`config.mk`:
```
export PLATFORM = sky130hd
export DESIGN_NAME = pulse_period_monitor_flat
export DESIGN_NICKNAME = d
export VERILOG_FILES = /design/src/rtl/pulse_period_monitor_if.sv /design/src/rtl/pulse_period_monitor.sv /design/src/flat_wrapper.sv
export SDC_FILE = /design/constraint.sdc
export NUM_CORES = 1
export LEC_CHECK = 0
export ABC_AREA = 1
export CORE_MARGIN = 4
export CORE_UTILIZATION = 58
export DETAILED_ROUTE_END_ITERATION = 6
export PLACE_DENSITY = 0.83
export SLEW_MARGIN = 20
export SYNTH_ARGS = -nofsm -noshare
export SYNTH_HDL_FRONTEND = slang
export SYNTH_SLANG_ARGS = --single-unit
```
`constraint.sdc`:
```
create_clock -name clk -period 3 [get_ports clk]
set_clock_uncertainty 0.1 [all_clocks]
set_input_delay 0.3 -clock clk [delete_from_list [all_inputs] [get_ports clk]]
set_output_delay 0.3 -clock clk [all_outputs]
set_load 0.05 [all_outputs]
```
`src/rtl/pulse_period_monitor_if.sv`:
```
// Bundle of the monitored pulse, clear request and all status outputs of pulse_period_monitor.
interface pulse_period_monitor_if #(
  parameter int CBITS = 10
);
  logic             sig;
  logic             clr;
  logic             locked;
  logic             err;
  logic             early;
  logic             miss;
  logic [CBITS-1:0] last_int;
  logic [7:0]       err_cnt;

  modport master (
    output sig, clr,
    input  locked, err, early, miss, last_int, err_cnt
  );

  modport slave (
    input  sig, clr,
    output locked, err, early, miss, last_int, err_cnt
  );
endinterface

```
`src/rtl/pulse_period_monitor.sv`:
```
// Pulse period monitor: checks sig pulse spacing against PERIOD +/- TOL and locks after LOCK_CNT good intervals.
// Optional macro PULSE_MON_STICKY_ERR_EN makes err sticky until rst/clr; otherwise err = early | miss.
module pulse_period_monitor #(
  parameter int PERIOD   = 751,
  parameter int TOL      = 0,
  parameter int LOCK_CNT = 4,
  parameter int CBITS    = 10
) (
  input logic clk,
  input logic rst,
  pulse_period_monitor_if.slave bus
);

  typedef enum logic [1:0] {IDLE, ACQ, LOCKED, LOST} state_t;

  localparam int GBITS = $clog2(LOCK_CNT + 1);
  localparam logic [CBITS-1:0] LO_C  = CBITS'(PERIOD - TOL);
  localparam logic [CBITS-1:0] HI_C  = CBITS'(PERIOD + TOL);
  localparam logic [CBITS-1:0] TO_C  = CBITS'(PERIOD + TOL + 1);
  localparam logic [CBITS-1:0] ONE_C = CBITS'(1);
  localparam logic [GBITS-1:0] GLAST = GBITS'(LOCK_CNT - 1);
  localparam logic [GBITS-1:0] GFULL = GBITS'(LOCK_CNT);

  state_t           state, state_nx;
  logic [CBITS-1:0] cnt, cnt_nx;
  logic [GBITS-1:0] gcnt, gcnt_nx;
  logic [CBITS-1:0] last_int_q, last_int_nx;
  logic             early_q, early_nx;
  logic             miss_q, miss_nx;
  logic [7:0]       err_cnt_q;

  logic tracking, pulse, timeout, is_early, is_good;

  assign pulse    = bus.sig;
  assign tracking = (state == ACQ) || (state == LOCKED);
  assign timeout  = tracking && (cnt == TO_C);
  assign is_early = tracking && pulse && !timeout && (cnt < LO_C);
  assign is_good  = tracking && pulse && !timeout && (cnt >= LO_C) && (cnt <= HI_C);

  always_comb begin
    state_nx    = state;
    cnt_nx      = cnt;
    gcnt_nx     = gcnt;
    last_int_nx = last_int_q;
    early_nx    = 1'b0;
    miss_nx     = 1'b0;
    case (state)
      IDLE, LOST: begin
        if (pulse) begin
          state_nx = ACQ;
          gcnt_nx  = '0;
          cnt_nx   = ONE_C;
        end else begin
          cnt_nx   = '0;
        end
      end
      default: begin
        if (timeout) begin
          // a pulse landing on the timeout cycle still counts as a miss but restarts acquisition
          miss_nx = 1'b1;
          gcnt_nx = '0;
          if (pulse) begin
            state_nx = ACQ;
            cnt_nx   = ONE_C;
          end else begin
            state_nx = (state == LOCKED) ? LOST : IDLE;
            cnt_nx   = '0;
          end
        end else if (is_early) begin
          early_nx    = 1'b1;
          last_int_nx = cnt;
          cnt_nx      = ONE_C;
          gcnt_nx     = '0;
          state_nx    = ACQ;
        end else if (is_good) begin
          last_int_nx = cnt;
          cnt_nx      = ONE_C;
          if (state == ACQ) begin
            if (gcnt == GLAST) begin
              state_nx = LOCKED;
              gcnt_nx  = GFULL;
            end else begin
              gcnt_nx  = gcnt + 1'b1;
            end
          end
        end else begin
          cnt_nx = cnt + 1'b1;
        end
      end
    endcase
  end

  always_ff @(posedge clk) begin
    if (rst) begin
      state      <= IDLE;
      cnt        <= '0;
      gcnt       <= '0;
      last_int_q <= '0;
      early_q    <= 1'b0;
      miss_q     <= 1'b0;
    end else begin
      state      <= state_nx;
      cnt        <= cnt_nx;
      gcnt       <= gcnt_nx;
      last_int_q <= last_int_nx;
      early_q    <= early_nx;
      miss_q     <= miss_nx;
    end
  end

  always_ff @(posedge clk) begin
    if (rst || bus.clr) begin
      err_cnt_q <= '0;
    end else if ((early_nx || miss_nx) && (err_cnt_q != '1)) begin
      err_cnt_q <= err_cnt_q + 1'b1;
    end
  end

`ifdef PULSE_MON_STICKY_ERR_EN
  logic err_q;

  always_ff @(posedge clk) begin
    if (rst || bus.clr) begin
      err_q <= 1'b0;
    end else if (early_nx || miss_nx) begin
      err_q <= 1'b1;
    end
  end

  assign bus.err = err_q;
`else
  assign bus.err = early_q | miss_q;
`endif

  assign bus.locked   = (state == LOCKED);
  assign bus.early    = early_q;
  assign bus.miss     = miss_q;
  assign bus.last_int = last_int_q;
  assign bus.err_cnt  = err_cnt_q;

endmodule

```
`src/flat_wrapper.sv`:
```
// flat-port wrapper written by rule: the top's interface ports become plain ports
module pulse_period_monitor_flat 
#(
  parameter int PERIOD   = 751,
  parameter int TOL      = 0,
  parameter int LOCK_CNT = 4,
  parameter int CBITS    = 10
)
  (clk, rst, bus_sig, bus_clr, bus_locked, bus_err, bus_early, bus_miss, bus_last_int, bus_err_cnt);
  pulse_period_monitor_if #(.CBITS(CBITS)) bus_i ();
  input logic clk;
  input logic rst;
  input wire logic [$bits(bus_i.sig)-1:0] bus_sig;
  input wire logic [$bits(bus_i.clr)-1:0] bus_clr;
  output wire logic [$bits(bus_i.locked)-1:0] bus_locked;
  output wire logic [$bits(bus_i.err)-1:0] bus_err;
  output wire logic [$bits(bus_i.early)-1:0] bus_early;
  output wire logic [$bits(bus_i.miss)-1:0] bus_miss;
  output wire logic [$bits(bus_i.last_int)-1:0] bus_last_int;
  output wire logic [$bits(bus_i.err_cnt)-1:0] bus_err_cnt;
  assign bus_i.sig = bus_sig;
  assign bus_i.clr = bus_clr;
  assign bus_locked = bus_i.locked;
  assign bus_err = bus_i.err;
  assign bus_early = bus_i.early;
  assign bus_miss = bus_i.miss;
  assign bus_last_int = bus_i.last_int;
  assign bus_err_cnt = bus_i.err_cnt;
  pulse_period_monitor #(.PERIOD(PERIOD), .TOL(TOL), .LOCK_CNT(LOCK_CNT), .CBITS(CBITS)) u_core (.clk(clk), .rst(rst), .bus(bus_i));
endmodule
```
# Word level (Yosys, flattened, before mapping)
# Cells that the tools add are included.
[word_totals] memories=0 ff_bits=35 in_bits=4 latch_bits=0 romBits=0 ram_bits=0
[op_classes] n_reduce_logical=20 bitwise=3 addsub=3 muxes=28 n_mul=0 n_eq_ne=7 magnitude_cmp=3 n_shift=0 div_mod_pow=0
[ops] operator="2-to-1 mux 10 bit" count=6
[ops] operator="2-to-1 mux 3 bit" count=7
[ops] operator="2-to-1 mux 2 bit" count=9
[ops] operator="nonzero test 4 bit" count=3
[ops] operator="adder 10 x 1 -> 10 bit (second input constant)" count=1
[ops] operator="equality test 10 bit (second input constant)" count=1
[ops] operator=">= comparator 10 bit (second input constant)" count=1
[ops] operator="less-or-equal comparator 10 bit (second input constant)" count=1
[ops] operator="< comparator 10 bit (second input constant)" count=1
[ops] operator="adder 8 x 1 -> 8 bit (second input constant)" count=1
[ops] operator="inequality test 8 bit (second input constant)" count=1
[ops] operator="logical AND 1 bit" count=7
[ops] operator="2-to-1 mux 1 bit" count=6
[ops] operator="AND reduction 3 bit" count=2
[ops] operator="equality test 2 bit (second input constant)" count=2
[ops] operator="AND reduction 4 bit" count=1
[ops] operator="adder 3 x 1 -> 3 bit (second input constant)" count=1
[ops] operator="equality test 3 x 2 -> 1 bit (second input constant)" count=1
[ops] operator="logical OR 1 bit" count=3
[ops] operator="equality test 2 x 1 -> 1 bit (second input constant)" count=1
[ops] operator="zero test 2 bit" count=1
[ops] operator="inequality test 2 bit (second input constant)" count=1
[ops] operator="inverter 1 bit" count=2
[ops] operator="nonzero test 2 bit" count=1
[ops] operator="3 further kinds" count=3

# Depth between registers and ports, before layout
[logic_depth] ltp_word=11 depth_mapped=14 depth_no_buf=14

# Worst setup path before layout
# Ideal clock, no wire load.
[synth_timing] path_type="flip-flop to flip-flop" startpoint="reg u_core.err_cnt_q[1] (netlist: u_core.bus.err_cnt[1])" endpoint="reg u_core.err_cnt_q[6] (netlist: u_core.bus.err_cnt[6])" setup_time_ps=115 t_required_ps=2785 period_less_slack_ps=1987 t_arrival_ps=1773 stages_incl_launch_ff=8 path_slack_ps=1013 path_cell_list="dfxtp_1 > ha_1 > nand4_1 > nand3b_2 > nand2_8 > nor2_2 > nor2_1 > nor2_1"
[synth_via] elab_chain_cells=2
[synth_rtl] item="from (decl)" line="pulse_period_monitor.sv:30" rtl="logic [7:0] err_cnt_q;"
[synth_rtl] item="from (signal assigned)" line="pulse_period_monitor.sv:115" rtl="err_cnt_q <= err_cnt_q + 1'b1;"
[synth_rtl] item="branches (longest 2 deep; another with adder 8 x 1 -> 8 bit)"
# Several ways; the timed one is not identified.
# A chain may end at the register's enable or synchronous reset.

# Worst setup path after layout
[layout_timing] startpoint="reg u_core.state[0]" endpoint="out bus_locked"
[layout_via] elab_chain_cells=1
[layout_rtl] item="from (decl)" line="pulse_period_monitor.sv:24" rtl="state_t state, state_nx;"
[layout_rtl] item="from (signal assigned)" line="pulse_period_monitor.sv:102" rtl="state <= state_nx;"
[layout_rtl] item="equality test 2 bit" line="pulse_period_monitor.sv:135" rtl="assign bus.locked = (state == LOCKED);"
[layout_rtl] item="to (decl)" line="flat_wrapper.sv:15" rtl="output wire logic [$bits(bus_i.locked)-1:0] bus_locked;"
# Every way passes these cells.

==> impl_metrics.env <==
export IMPL_p_leak_nw=0.883
export IMPL_post_route_min_period_ps=2220
export IMPL_setup_ws_ps=775
export IMPL_slew_violations=0
export IMPL_numCtsBuffers=5
export IMPL_synth_most_common_cell="dfxtp_1"
export IMPL_async_reset_ff_share_pct=0
export IMPL_worst_slew_pin_slew_ps=519
export IMPL_antenna_found_initial=0
export IMPL_crit_end="bus_locked"
export IMPL_worstSkewPairLatency_ps=340
export IMPL_place_detailed_hpwl_um=2710
export IMPL_cp_max_fo=4
export IMPL_yosys_warnings=0
export IMPL_gp_congestion=0.844
export IMPL_dp_cells=299
export IMPL_synth_nets=245
export IMPL_synth_area_leaders="dfxtp_1 (39%), nor2_1 (6.8%), nand2_1 (6.6%)"
export IMPL_start_util_pct=60.0
export IMPL_routed_wirelength_um=3550
export IMPL_postCtsSetupBuffers=0
export IMPL_route_vias_total=1565
export IMPL_grtUsageTotal_pct=19.8
export IMPL_status="finished, final reports clean"
export IMPL_cts_sinks=35
export IMPL_synth_seq_area_share_pct=38.6
export IMPL_core_mm2=0.00303
export IMPL_drtIter0Drc=57
export IMPL_crit_path_start="u_core.state[0]"
export IMPL_critPathLaunchType="register"
export IMPL_synth_flop_cell="dfxtp_1"
export IMPL_netlist_instances=232
export IMPL_dpl_worst_slack_ps=892
export IMPL_max_cap_violations=0
export IMPL_clk_path_buf_depth=2
export IMPL_io_buffers=25
export IMPL_grt_pass1_wl_um=6400
export IMPL_endpoint_kind="output pin"
export IMPL_setup_viol=0
export IMPL_fin_cells=307
export IMPL_regToRegSetupSlack_ps=860
export IMPL_clk_pin_slew_ps=100
export IMPL_fillCellCount=245
export IMPL_ctsHoldBuffers=0
export IMPL_rr_worst_depth=12
export IMPL_diodes=0
export IMPL_r2r_end="u_core.state[1]"
export IMPL_maxSlewHeadroom_pct=65.3
export IMPL_boundaryPins=26
export IMPL_fmax_ghz=0.450
export IMPL_final_antenna_net_count=0
export IMPL_fp_dieArea_mm2=0.00409
export IMPL_h_tree_depth=2
export IMPL_worstPathRequired_ps=2600
export IMPL_drive_gt1_share_pct=14.1
export IMPL_hold_class="reg -> reg"
export IMPL_layout_nets=275
export IMPL_vdd_ir_drop_max_mv=0.396
export IMPL_path_class="reg -> out"
export IMPL_post_cts_resized=0
export IMPL_drc=0
export IMPL_rows=20
export IMPL_power_density_mw_per_mm2=795
export IMPL_die_h_um=63.9
export IMPL_synth_edf_count=0
export IMPL_yosysUniqueCellTypes=29
export IMPL_timing_rr_start="u_core.state[1]"
export IMPL_fin_crit_sh_pct=74.2
export IMPL_netlist_area_mm2=0.00182
export IMPL_grt_setup_unrepaired="false"
export IMPL_cp_data_arrival_time_ps=1820
export IMPL_grt_start_max_net_pins=19
export IMPL_syn_avg_cell_area_um2=7.83
export IMPL_hold_viol_final=0
export IMPL_clockRootBuffer="clkbuf_4"
export IMPL_first_pass_iters=4
export IMPL_vias_per_cell=5.10
export IMPL_grt_pass1_vias=1517
export IMPL_overflow=0
export IMPL_die_w_um=63.9
export IMPL_yosys_top_cells_count="dfxtp_1 (35), nor2_1 (33), nand2_1 (32)"
export IMPL_synth_top_area_share_pct=38.6
export IMPL_area_growth_pct=21.8
export IMPL_synth_seq_cells=35
export IMPL_synth_area_leader_cell="dfxtp_1"
export IMPL_cts_tree="built"
export IMPL_wl_per_cell_um=11.6
export IMPL_fin_setup_tns_ps=0
==> worst max-delay path, cell delays in order, from the launching register on <==
cell and delay (ps):
dfxtp_1 330, inv_1 130, ha_1 230, clkdlybuf4s50_1 820
==> routing by layer <==
| layer | vias up | wire (um) | part of all wire [%] | GRT usage (%) |
|---|---|---|---|---|
| met5 | - | 0 | 0 | 0 |
| met3 | 7 | 109 | 3.1 | 4.57 |
| met2 | 27 | 1660 | 47 | 32.8 |
| li1 | 818 | - | - | - |
| met1 | 713 | 1720 | 48 | 24.1 |
| met4 | 0 | 68 | 1.9 | 9.43 |
==> cells by family after synthesis <==
group	after synthesis	synth area share (%)
compound gates	39	11.6
xor+xnor	6	2.89
fa+ha+maj	9	6.20
buf+inv	32	6.75
flops	35	38.6
simple gates	111	33.9
==> through the flow <==
stage               hold slack (ps)  util (%)  total power, W  area, um2
global route                    397      73.1         0.00188       2210
finish                          369      73.1         0.00176       2210
detailed placement              353      69.7         0.00136       2110
CTS                             371      73.1         0.00177       2210
floorplan                       269         -         0.00117       1820
global placement                351      69.7         0.00133       2110
==> sequential cells by signal, indices dropped and copies added (netlist names) <==
name and flops:
u_core.bus.err_cnt 8, u_core.cnt 10, u_core.gcnt 3, u_core.bus.last_int 10
u_core.bus.miss 1, u_core.state 2, u_core.bus.early 1
==> cell type report <==
| type | instances | area [um2] | share of cell area (%) |
|---|---|---|---|
| Clock buffer | 6 | 41.3 | 1.87 |
| Clock inverter | 2 | 60.1 | 2.71 |
| Inverter | 30 | 113 | 5.09 |
| Multi-Input combinational cell | 165 | 992 | 44.9 |
| Sequential cell | 35 | 701 | 31.7 |
| Tap cell | 44 | 55.1 | 2.49 |
| Timing Repair Buffer | 25 | 250 | 11.3 |
==> placed cells by master (no fill, tap or decap), types with 5 or more instances in the layout <==
| cell | count |
|---|---|
| inv_1 | 22 |
| inv_2 | 8 |
| a21oi_1 | 21 |
| o21ai_0 | 11 |
| clkdlybuf4s50_1 | 25 |
| nor3_1 | 5 |
| dfxtp_1 | 35 |
| ha_1 | 9 |
| clkbuf_4 | 5 |
| nor2_1 | 33 |
| nand3_1 | 14 |
| nand2_1 | 32 |
==> power by group <==
group / leakage [nW] / switching [W] / internal, W
Sequential: 0.285 / 0.0000439 / 0.000538
Clock: 0.0525 / 0.000157 / 0.000260
Combinational: 0.546 / 0.000508 / 0.000253
==> worst min-delay path by stage <==
stage / startpoint / to / slack [ps] / cells after the start
5_1_grt: u_core.gcnt[2] / u_core.gcnt[2] / 400 / 2
2_1_floorplan: rst / u_core.gcnt[2] / 270 / 1
4_1_cts: u_core.gcnt[2] / u_core.gcnt[2] / 370 / 2
3_5_place_dp: u_core.gcnt[2] / u_core.gcnt[2] / 350 / 2
3_3_place_gp: u_core.gcnt[2] / u_core.gcnt[2] / 350 / 2
6_report: u_core.gcnt[2] / u_core.gcnt[2] / 370 / 2
No activity file was read; power rests on OpenSTA's default activity.
